**src/rtl/cnn_pkg.sv**
```systemverilog
// -----------------------------------------------------------------------------
// cnn_pkg
// Shared constants and types for the CNN window multiply-accumulate datapath.
//
// Contents:
//   DEF_DATA_WIDTH / DEF_BLOCK_SIZE / DEF_FRAC_BITS : default Q8.8, 5x5 window
//   DEF_SAT_MAX / DEF_SAT_MIN                       : signed clamp limits at the
//                                                     default data width
//   conv_state_t                                    : MAC engine FSM states
// -----------------------------------------------------------------------------
package cnn_pkg;

   localparam int DEF_DATA_WIDTH = 16;
   localparam int DEF_BLOCK_SIZE = 25;
   localparam int DEF_FRAC_BITS  = 8;

   localparam logic signed [DEF_DATA_WIDTH-1:0] DEF_SAT_MAX = 16'sh7FFF;
   localparam logic signed [DEF_DATA_WIDTH-1:0] DEF_SAT_MIN = 16'sh8000;

   typedef enum logic [1:0] {
      IDLE = 2'd0,
      MAC  = 2'd1,
      SAT  = 2'd2,
      HOLD = 2'd3
   } conv_state_t;

endpackage

```
**src/rtl/fx_shift_sat.sv**
```systemverilog
// -----------------------------------------------------------------------------
// fx_shift_sat
// Combinational fixed-point rescale: arithmetic right shift of the wide
// accumulator by FRAC_BITS (truncation toward -inf), then clamp to the signed
// DATA_WIDTH range.
//
// Configuration macro: CONV_RELU_EN -- when defined, negative clamped values
// are forced to zero.
//
// Ports:
//   acc_i : ACC_WIDTH signed accumulator
//   sat_o : DATA_WIDTH signed rescaled, saturated value
// -----------------------------------------------------------------------------
module fx_shift_sat #(
   parameter int DATA_WIDTH = 16,
   parameter int FRAC_BITS  = 8,
   parameter int ACC_WIDTH  = 2*DATA_WIDTH+5
) (
   input  logic signed [ACC_WIDTH-1:0]  acc_i,
   output logic signed [DATA_WIDTH-1:0] sat_o
);

   localparam logic signed [DATA_WIDTH-1:0] SatMax = {1'b0, {(DATA_WIDTH-1){1'b1}}};
   localparam logic signed [DATA_WIDTH-1:0] SatMin = {1'b1, {(DATA_WIDTH-1){1'b0}}};
   localparam logic signed [ACC_WIDTH-1:0]  MaxExt = ACC_WIDTH'(SatMax);
   localparam logic signed [ACC_WIDTH-1:0]  MinExt = ACC_WIDTH'(SatMin);

   logic signed [ACC_WIDTH-1:0]  shifted;
   logic signed [DATA_WIDTH-1:0] clamped;

   // Drop the fractional bits of the product sum. The shift is arithmetic, so
   // negative sums round toward minus infinity rather than toward zero.
   always_comb begin
      shifted = acc_i >>> FRAC_BITS;
   end

   // Clamp into the representable output range; the low bits are only taken
   // once the value is known to fit.
   always_comb begin
      clamped = shifted[DATA_WIDTH-1:0];
      if (shifted > MaxExt) begin
         clamped = SatMax;
      end else if (shifted < MinExt) begin
         clamped = SatMin;
      end
   end

`ifdef CONV_RELU_EN
   // Rectify: anything negative after saturation becomes zero.
   always_comb begin
      sat_o = clamped;
      if (clamped[DATA_WIDTH-1]) begin
         sat_o = '0;
      end
   end
`else
   // Signed saturated value passes straight through.
   always_comb begin
      sat_o = clamped;
   end
`endif

endmodule

```
**src/rtl/conv_window_mac.sv**
```systemverilog
// -----------------------------------------------------------------------------
// conv_window_mac
// Signed fixed-point dot product of one flattened activation window with a
// matching weight block, using one shared multiplier over BLOCK_SIZE cycles,
// followed by rescale/saturation and a valid/ready result handshake.
//
// Configuration macro: CONV_RELU_EN (handled inside fx_shift_sat) -- clamps
// negative results to zero; latency unchanged.
//
// Ports:
//   clk        : clock, all state on rising edge
//   rst        : asynchronous active-high reset, aborts any operation
//   start      : operation request, only looked at while idle
//   window_in  : activation block, element k at [k*DATA_WIDTH +: DATA_WIDTH]
//   weight_in  : weight block, same packing
//   busy       : high whenever the engine is not idle
//   out_valid  : result is available
//   out_ready  : consumer takes the result
//   result     : signed saturated dot product
// -----------------------------------------------------------------------------
module conv_window_mac
   import cnn_pkg::*;
#(
   parameter int DATA_WIDTH = DEF_DATA_WIDTH,
   parameter int BLOCK_SIZE = DEF_BLOCK_SIZE,
   parameter int FRAC_BITS  = DEF_FRAC_BITS,
   parameter int ACC_WIDTH  = 2*DATA_WIDTH+5
) (
   input  logic                             clk,
   input  logic                             rst,
   input  logic                             start,
   input  logic [DATA_WIDTH*BLOCK_SIZE-1:0] window_in,
   input  logic [DATA_WIDTH*BLOCK_SIZE-1:0] weight_in,
   output logic                             busy,
   output logic                             out_valid,
   input  logic                             out_ready,
   output logic [DATA_WIDTH-1:0]            result
);

   localparam int IDX_W = (BLOCK_SIZE > 1) ? $clog2(BLOCK_SIZE) : 1;
   localparam logic [IDX_W-1:0] LAST_IDX = IDX_W'(BLOCK_SIZE-1);

   conv_state_t state_q, state_d;

   logic signed [DATA_WIDTH-1:0]   win_q [BLOCK_SIZE];
   logic signed [DATA_WIDTH-1:0]   wgt_q [BLOCK_SIZE];
   logic [IDX_W-1:0]               idx_q;
   logic signed [ACC_WIDTH-1:0]    acc_q;
   logic signed [DATA_WIDTH-1:0]   result_q;
   logic                           out_valid_q;

   logic signed [2*DATA_WIDTH-1:0] prod;
   logic signed [DATA_WIDTH-1:0]   sat_val;

   // State register; reset always lands in IDLE so an abort leaves nothing
   // pending.
   always_ff @(posedge clk or posedge rst) begin
      if (rst) begin
         state_q <= IDLE;
      end else begin
         state_q <= state_d;
      end
   end

   // Next-state logic. start is only honoured in IDLE and out_ready only in
   // HOLD, so returning to IDLE and accepting a new start always take two
   // separate edges.
   always_comb begin
      state_d = state_q;
      case (state_q)
         IDLE: if (start)              state_d = MAC;
         MAC:  if (idx_q == LAST_IDX)  state_d = SAT;
         SAT:                          state_d = HOLD;
         HOLD: if (out_ready)          state_d = IDLE;
         default:                      state_d = IDLE;
      endcase
   end

   // Output decode: busy comes straight from the state; result and out_valid
   // are registered so they stay stable under backpressure.
   always_comb begin
      busy      = (state_q != IDLE);
      out_valid = out_valid_q;
      result    = result_q;
   end

   // The single shared multiplier works on whichever element idx points at.
   // Both operands are sign-extended to the full product width first.
   always_comb begin
      prod = win_q[idx_q] * wgt_q[idx_q];
   end

   fx_shift_sat #(
      .DATA_WIDTH (DATA_WIDTH),
      .FRAC_BITS  (FRAC_BITS),
      .ACC_WIDTH  (ACC_WIDTH)
   ) u_shift_sat (
      .acc_i (acc_q),
      .sat_o (sat_val)
   );

   // Datapath registers. Operands are snapshotted on the accepting edge so the
   // upstream block is free to change during the MAC sweep. The accumulator is
   // cleared at start, which is what keeps an aborted run from leaking into
   // the next one.
   always_ff @(posedge clk or posedge rst) begin
      if (rst) begin
         for (int k = 0; k < BLOCK_SIZE; k++) begin
            win_q[k] <= '0;
            wgt_q[k] <= '0;
         end
         idx_q       <= '0;
         acc_q       <= '0;
         result_q    <= '0;
         out_valid_q <= 1'b0;
      end else begin
         case (state_q)
            IDLE: begin
               if (start) begin
                  for (int k = 0; k < BLOCK_SIZE; k++) begin
                     win_q[k] <= window_in[k*DATA_WIDTH +: DATA_WIDTH];
                     wgt_q[k] <= weight_in[k*DATA_WIDTH +: DATA_WIDTH];
                  end
                  acc_q <= '0;
                  idx_q <= '0;
               end
            end
            MAC: begin
               acc_q <= acc_q + ACC_WIDTH'(prod);
               idx_q <= idx_q + 1'b1;
            end
            SAT: begin
               result_q    <= sat_val;
               out_valid_q <= 1'b1;
            end
            HOLD: begin
               if (out_ready) begin
                  out_valid_q <= 1'b0;
               end
            end
            default: begin
               out_valid_q <= 1'b0;
            end
         endcase
      end
   end

endmodule

```
**config.mk**
```make
export PLATFORM = sky130hd
export DESIGN_NAME = conv_window_mac
export DESIGN_NICKNAME = d
export VERILOG_FILES = /design/src/rtl/cnn_pkg.sv /design/src/rtl/fx_shift_sat.sv /design/src/rtl/conv_window_mac.sv
export SDC_FILE = /design/constraint.sdc
export NUM_CORES = 2
export LEC_CHECK = 0
export BUFFER_PORTS_ARGS = -buffer_cell sky130_fd_sc_hd__buf_2
export CELL_PAD_IN_SITES_DETAIL_PLACEMENT = 1
export CELL_PAD_IN_SITES_GLOBAL_PLACEMENT = 2
export CORE_ASPECT_RATIO = 0.9
export CORE_MARGIN = 1.5
export CORE_UTILIZATION = 36
export CTS_CLUSTER_SIZE = 10
export DETAILED_ROUTE_END_ITERATION = 10
export GPL_TIMING_DRIVEN = 0
export PLACE_DENSITY_LB_ADDON = 0.1
export SLEW_MARGIN = 40
export SYNTH_ARGS = -nofsm -noshare
export SYNTH_HDL_FRONTEND = slang
export SYNTH_SLANG_ARGS = --single-unit
```
**constraint.sdc**
```tcl
create_clock -name clk -period 24.8 [get_ports clk]
set_clock_uncertainty 0.2 [all_clocks]
set_input_delay 2.48 -clock clk [delete_from_list [all_inputs] [get_ports clk]]
set_output_delay 2.48 -clock clk [all_outputs]
set_load 0.02 [all_outputs]
```
# Word level (Yosys, flattened, before mapping)
# Cells that the tools add are included.
[word_totals]
register_bits = 861
input_bits = 804
out_inout_bits = 18
wordCells = 95
[op_classes]
addsub = 2
n_mul = 1
order_cmp = 3
n_eq_ne = 7
muxes = 18
bitwise_logic = 1
reduce_logical = 8
[op_table]
columns = ["op", "count"]
rows = [
  ["$bmux W16 S5", 2],
  ["$mux W16", 6],
  ["$pmux W37 S2", 1],
  ["$add A37 B32 Y37", 1],
  ["$mux W37", 1],
  ["$mul A16 B16 Y32", 1],
  ["$gt A29 B16 Y1 const B", 1],
  ["$lt A29 B16 Y1 const B", 1],
  ["$pmux W5 S2", 1],
  ["$pmux W2 S4", 1],
  ["$ge A6 B6 Y1 const B", 1],
  ["$mux W2", 3],
  ["$ne A2 B2 Y1 const B", 3],
  ["$not A5 Y6", 1],
  ["$reduce_and A2 Y1", 3],
  ["$reduce_bool A2 Y1", 3],
  ["$add A5 B1 Y5 const B", 1],
  ["$eq A5 B5 Y1 const B", 1],
  ["$mux W5", 1],
  ["$eq A2 B2 Y1 const B", 2],
  ["$reduce_and A3 Y1", 1],
  ["$eq A2 B1 Y1 const B", 1],
  ["$logic_not A2 Y1", 1],
  ["$pmux W1 S2", 1],
  ["$mux W1", 1],
]

# Logic depth before layout (Yosys ltp)
[logic_depth]
depth_word = 7
mapped_depth = 34
ltp_nobuf = 29

# By module
# Synthesis repeated with hierarchy kept, for this count alone.
[unflattened]
hier_cells = 3632
area_unflattened_um2 = 50085.5
[by_module_without_submodules]
columns = ["module", "n_inst", "cells_per_inst", "area_each_um2", "seq_area_each_um2"]
rows = [
  ["conv_window_mac", 1, 3604, 49867.8, 21545.7],
  ["fx_shift_sat", 1, 28, 217.7, 0.0],
]

# Worst setup path after synthesis
# Ideal clock, no wire load.
[synth_path]
path_kind = "register to register"
startpoint = "register idx_q[0]"
endpoint = "register acc_q[34]"
setup_time_ns = 0.131
t_arrival_ns = 7.324
required_time_ns = 24.469
setup_slack_ns = 17.145
stages_incl_launch_ff = 31
path_buffers = 5
synth_period_minus_slack_ns = 7.655
path_cell_list = "dfrtp_1 -> buf_6 -> buf_6 -> buf_6 -> buf_6 -> mux4_2 -> mux2i_1 -> o211ai_1 -> o31ai_4 -> buf_2 -> nor2_1 -> fa_1 -> fa_1 -> inv_1 -> fa_1 -> inv_1 -> fa_1 -> fa_1 -> inv_1 -> fa_1 -> inv_1 -> ha_1 -> a211oi_1 -> o21bai_1 -> a21o_1 -> a221oi_2 -> a31oi_2 -> a211o_1 -> a21oi_1 -> xor2_1 -> o21ai_1"
[synth_between]
elab_chain_len = 7
elab_cells_between_ends = 10
classes_between = "add/sub: 1; mul: 1; mux: 7; bitwise: 1"
[synth_rtl]
columns = ["item", "line_no", "source"]
rows = [
  ["start: declaration", "conv_window_mac.sv:47", "logic [IDX_W-1:0] idx_q;"],
  ["start signal: assignment", "conv_window_mac.sv:130", "idx_q <= idx_q + 1'b1;"],
  ["$not A5 Y6 (implied by the code) *", "conv_window_mac.sv:90", "prod = win_q[idx_q] * wgt_q[idx_q];"],
  ["$bmux W16 S5", "conv_window_mac.sv:90", ""],
  ["$mux W16 (implied by the code) (2 in a row)", "conv_window_mac.sv:90", ""],
  ["$mul A16 B16 Y32 *", "conv_window_mac.sv:90", ""],
  ["$add A37 B32 Y37 *", "conv_window_mac.sv:129", "acc_q <= acc_q + ACC_WIDTH'(prod);"],
  ["$pmux W37 S2 *", "conv_window_mac.sv:117", "case (state_q)"],
  ["end signal: assignment", "conv_window_mac.sv:129", ""],
  ["end: declaration", "conv_window_mac.sv:48", "logic signed [ACC_WIDTH-1:0] acc_q;"],
]
# Mark *: on every way between the ends. The rest lies on a longest branch, timed or not. The select of a mux whose other input is x is not followed.
# A chain may end at the register's enable or synchronous reset.

# Worst setup path in the final report
[layout_path]
startpoint = "register idx_q[1]"
endpoint = "register acc_q[36]"
# The elaborated chain is that of the path after synthesis.

==> impl_metrics.yaml <==
run_status:
  outcome: "complete, no violations"
worst_setup_path:
  slowest_delay_ns: 0.73
  crit_top_cell: "fa_1"
  r2r-start: "idx_q[1]$_DFFE_PP0P_"
  regToRegEndpoint: "acc_q[36]$_DFFE_PP0P_"
  crit_fanout: 10
  cp_slowest_cell: "dfrtp_1"
  critPathCapture: "acc_q[36]$_DFFE_PP0P_"
  r2r_cells: 28
  worstSetupPathType: "flop to flop"
  arrival_ns: 11.05
  critPathCaptureType: "flop"
  cp.required_ns: 25.20
  startpoint: "idx_q[1]$_DFFE_PP0P_"
  regToRegSetupSlack_ns: 14.14
  start_kind: "flop"
global_routing:
  grt_max_degree: 25
  antenna_found_initial: 178
  grt_pass1_wl_um: 305700
  gr-total-overflow: 0
  grt_pass1_vias: 39020
  grt_use_total_pct: 31.27
timing:
  fmax_mhz: 93.84
  setup_viol: 0
  min_period_over_period_pct: 42.97
  rsz0062_at_grt: "false"
  slew-limit-headroom_pct: 38.82
  hold_viol_final: 0
  tns_ns: 0
  layout_min_cycle_time_ns: 10.66
  finalWorstSetupSlack_ns: 14.14
  worst_slew_pin_slew_ns: 0.8922
  drv_slew: 0
placed_design:
  io_buffers: 821
  post_dp_cell_area_um2: 57940
  routabilityCongestion: 0.9001
  dp_hpwl_um: 180500
  pre_cts_slack_ns: 14.07
yosys:
  synth-edff-count: 0
  yosysTopAreaCellShare_pct: 42.96
  ys_async_sr_fraction_pct: 100.0
  syn_nets: 4981
  ys_seq_area_share_pct: 42.96
  ys_seq_elements: 861
  syn-cell-area_um2: 50150
  synth_top_family_by_area: "multiplexers"
  synth_xor_area_share_pct: 0.6786
  synth-simple-area-share_pct: 4.318
  ys_warn_count: 0
  syn_area_per_cell_um2: 13.40
  synth_flop_cell: "dfrtp_1"
  ys_top_cells_by_area: "dfrtp_1 (43%), mux2_2 (18%), fa_1 (13%)"
  synthMuxAreaShare_pct: 27.38
  yosysTopAreaCell: "dfrtp_1"
  synth_compound_area_share_pct: 4.181
  syn_inst: 3744
  synthAdderAreaFrac_pct: 15.56
  yosysUniqueCellTypes: 69
finish:
  area_growth_pct: 21.86
  final_area_um2: 61120
  nets: 5965
  drive_above_1_share_pct: 44.76
die:
  start_util_pct: 36.39
  io_pins: 822
  die_h_um: 357.1
  core_area_um2: 137800
  row_count: 129
  dieArea_um2: 141600
  die_w_um: 396.4
clock_network:
  post_cts.repair.setup_buffers: 0
  cts-root-buf: "clkbuf_16"
  cts_resized: 0
  cts_tree: "built"
  cts_max_level: 3
  cts.path.max_buffers: 3
  insertion_delay_ns: 0.74
  hold_buffers: 0
  cts_inserted_buffers: 101
  cts.clk_slew.worst_paths_ns: 0.06
  clock_sinks: 861
routing:
  vias: 36180
  routed_wl_um: 218900
  drtPass1Iterations: 7
  vias_per_cell: 5.416
  wl_per_cell_um: 32.77
  drtIter0Drc: 2267
  ant_nets: 0
  drc_errors: 0
run:
  drv_cap: 0
worst_hold_path:
  hp-class: "flop to flop"
## logic make-up after synthesis
kind of cell    count (synthesis)
flops                         861
xor+xnor                       38
mux                          1063
fa+ha+maj                     433
simple gates                  480
compound gates                296
buf+inv                       573
## through the flow
stage	util (%)	hold slack [ns]	std cells
finish	44.34	0.2980	6680
global route	44.28	0.3078	6648
CTS	44.16	0.2999	6598
detailed placement	42.04	0.2876	6455
global placement	41.03	0.2804	6399
floorplan	-	0.2563	3744
## final cells by class
type / count / area, um^2
multi-input combinational: 2310 / 26210
timing repair buffer: 881 / 5411
clock inverter: 15 / 247.7
clock buffer: 128 / 2679
tap: 1834 / 2295
antenna: 78 / 195.2
inverter: 360 / 1358
sequential: 861 / 21550
buffer: 213 / 1174
fill: 14580 / 76720
## sequential cells by signal (all words and copies together) (netlist names)
register	cells
win_q	400
acc_q	37
out_valid	1
wgt_q	400
idx_q	5
result	16
state_q	2
## critical path, delay by kind of cell (launching register included)
kind	cells	cell delay, ns
AOI/OAI and AO/OA	6	1.88
xor gates and xnor gates	1	0.31
adders and majority gates	7	3.42
buffers and inverters	8	1.87
DFF	1	0.73
muxes	1	0.39
and+or+nand+nor	5	1.61
## placed cells by master, fill, tap and decap left out, drive strengths merged, types with 4 or more instances in the layout
cell type  instances
diode             78
nor2b             40
buf              965
clkinv             9
mux2i             91
nand2            200
a31oi              6
mux2             807
mux4             165
xnor2             24
nand2b            33
o21bai             8
o31ai             12
nand4              5
clkbuf           257
fa               318
o211a             17
a21oi             64
or3                5
inv              362
o21ai             52
a21o              10
dfrtp            861
nor2             131
xor2              14
nor4               4
a211oi            25
nand3             33
o21a               6
and2              16
a22o              16
o22ai             31
o211ai            36
ha               115
## worst min path at each step
stage	start	to	slack (ns)	cells past startpoint
after floorplan	acc_q[5]$_DFFE_PP0P_	acc_q[5]$_DFFE_PP0P_	0.26	2
after global placement	win_q[272]$_DFFE_PP0P_	win_q[272]$_DFFE_PP0P_	0.28	1
after detailed placement	wgt_q[161]$_DFFE_PP0P_	wgt_q[161]$_DFFE_PP0P_	0.29	1
after CTS	wgt_q[161]$_DFFE_PP0P_	wgt_q[161]$_DFFE_PP0P_	0.30	1
after global routing	win_q[176]$_DFFE_PP0P_	win_q[176]$_DFFE_PP0P_	0.31	1
final	win_q[176]$_DFFE_PP0P_	win_q[176]$_DFFE_PP0P_	0.30	1
## layer usage
metal | GRT usage [%] | vias up | routed length (um)
met5 | 0 | - | 747
met4 | 9.433 | 116 | 7715
met3 | 8.919 | 457 | 17400
met2 | 50.50 | 1335 | 102100
met1 | 40.79 | 19300 | 90920
li1 | - | 14970 | -
## cell usage after synthesis (6+ instances only)
library cell,n
nor2b_1,39
nand3_1,33
a211oi_1,25
mux2_2,807
nand2_1,199
fa_1,318
buf_2,36
o22ai_1,31
xnor2_1,23
inv_1,359
xor2_1,14
dfrtp_1,861
o21bai_1,8
o21a_1,6
o21ai_1,6
nor2_1,129
clkbuf_1,128
o211ai_1,36
buf_6,19
a21oi_1,62
mux2i_1,91
ha_1,115
a22o_1,16
buf_4,22
o211a_1,17
a21o_1,10
o21ai_0,44
and2_1,16
mux4_2,160
nand2b_1,33
Power is left out: the tool's default activity adds up to more than one toggle a clock period on the data nets, which glitch-free logic cannot reach.
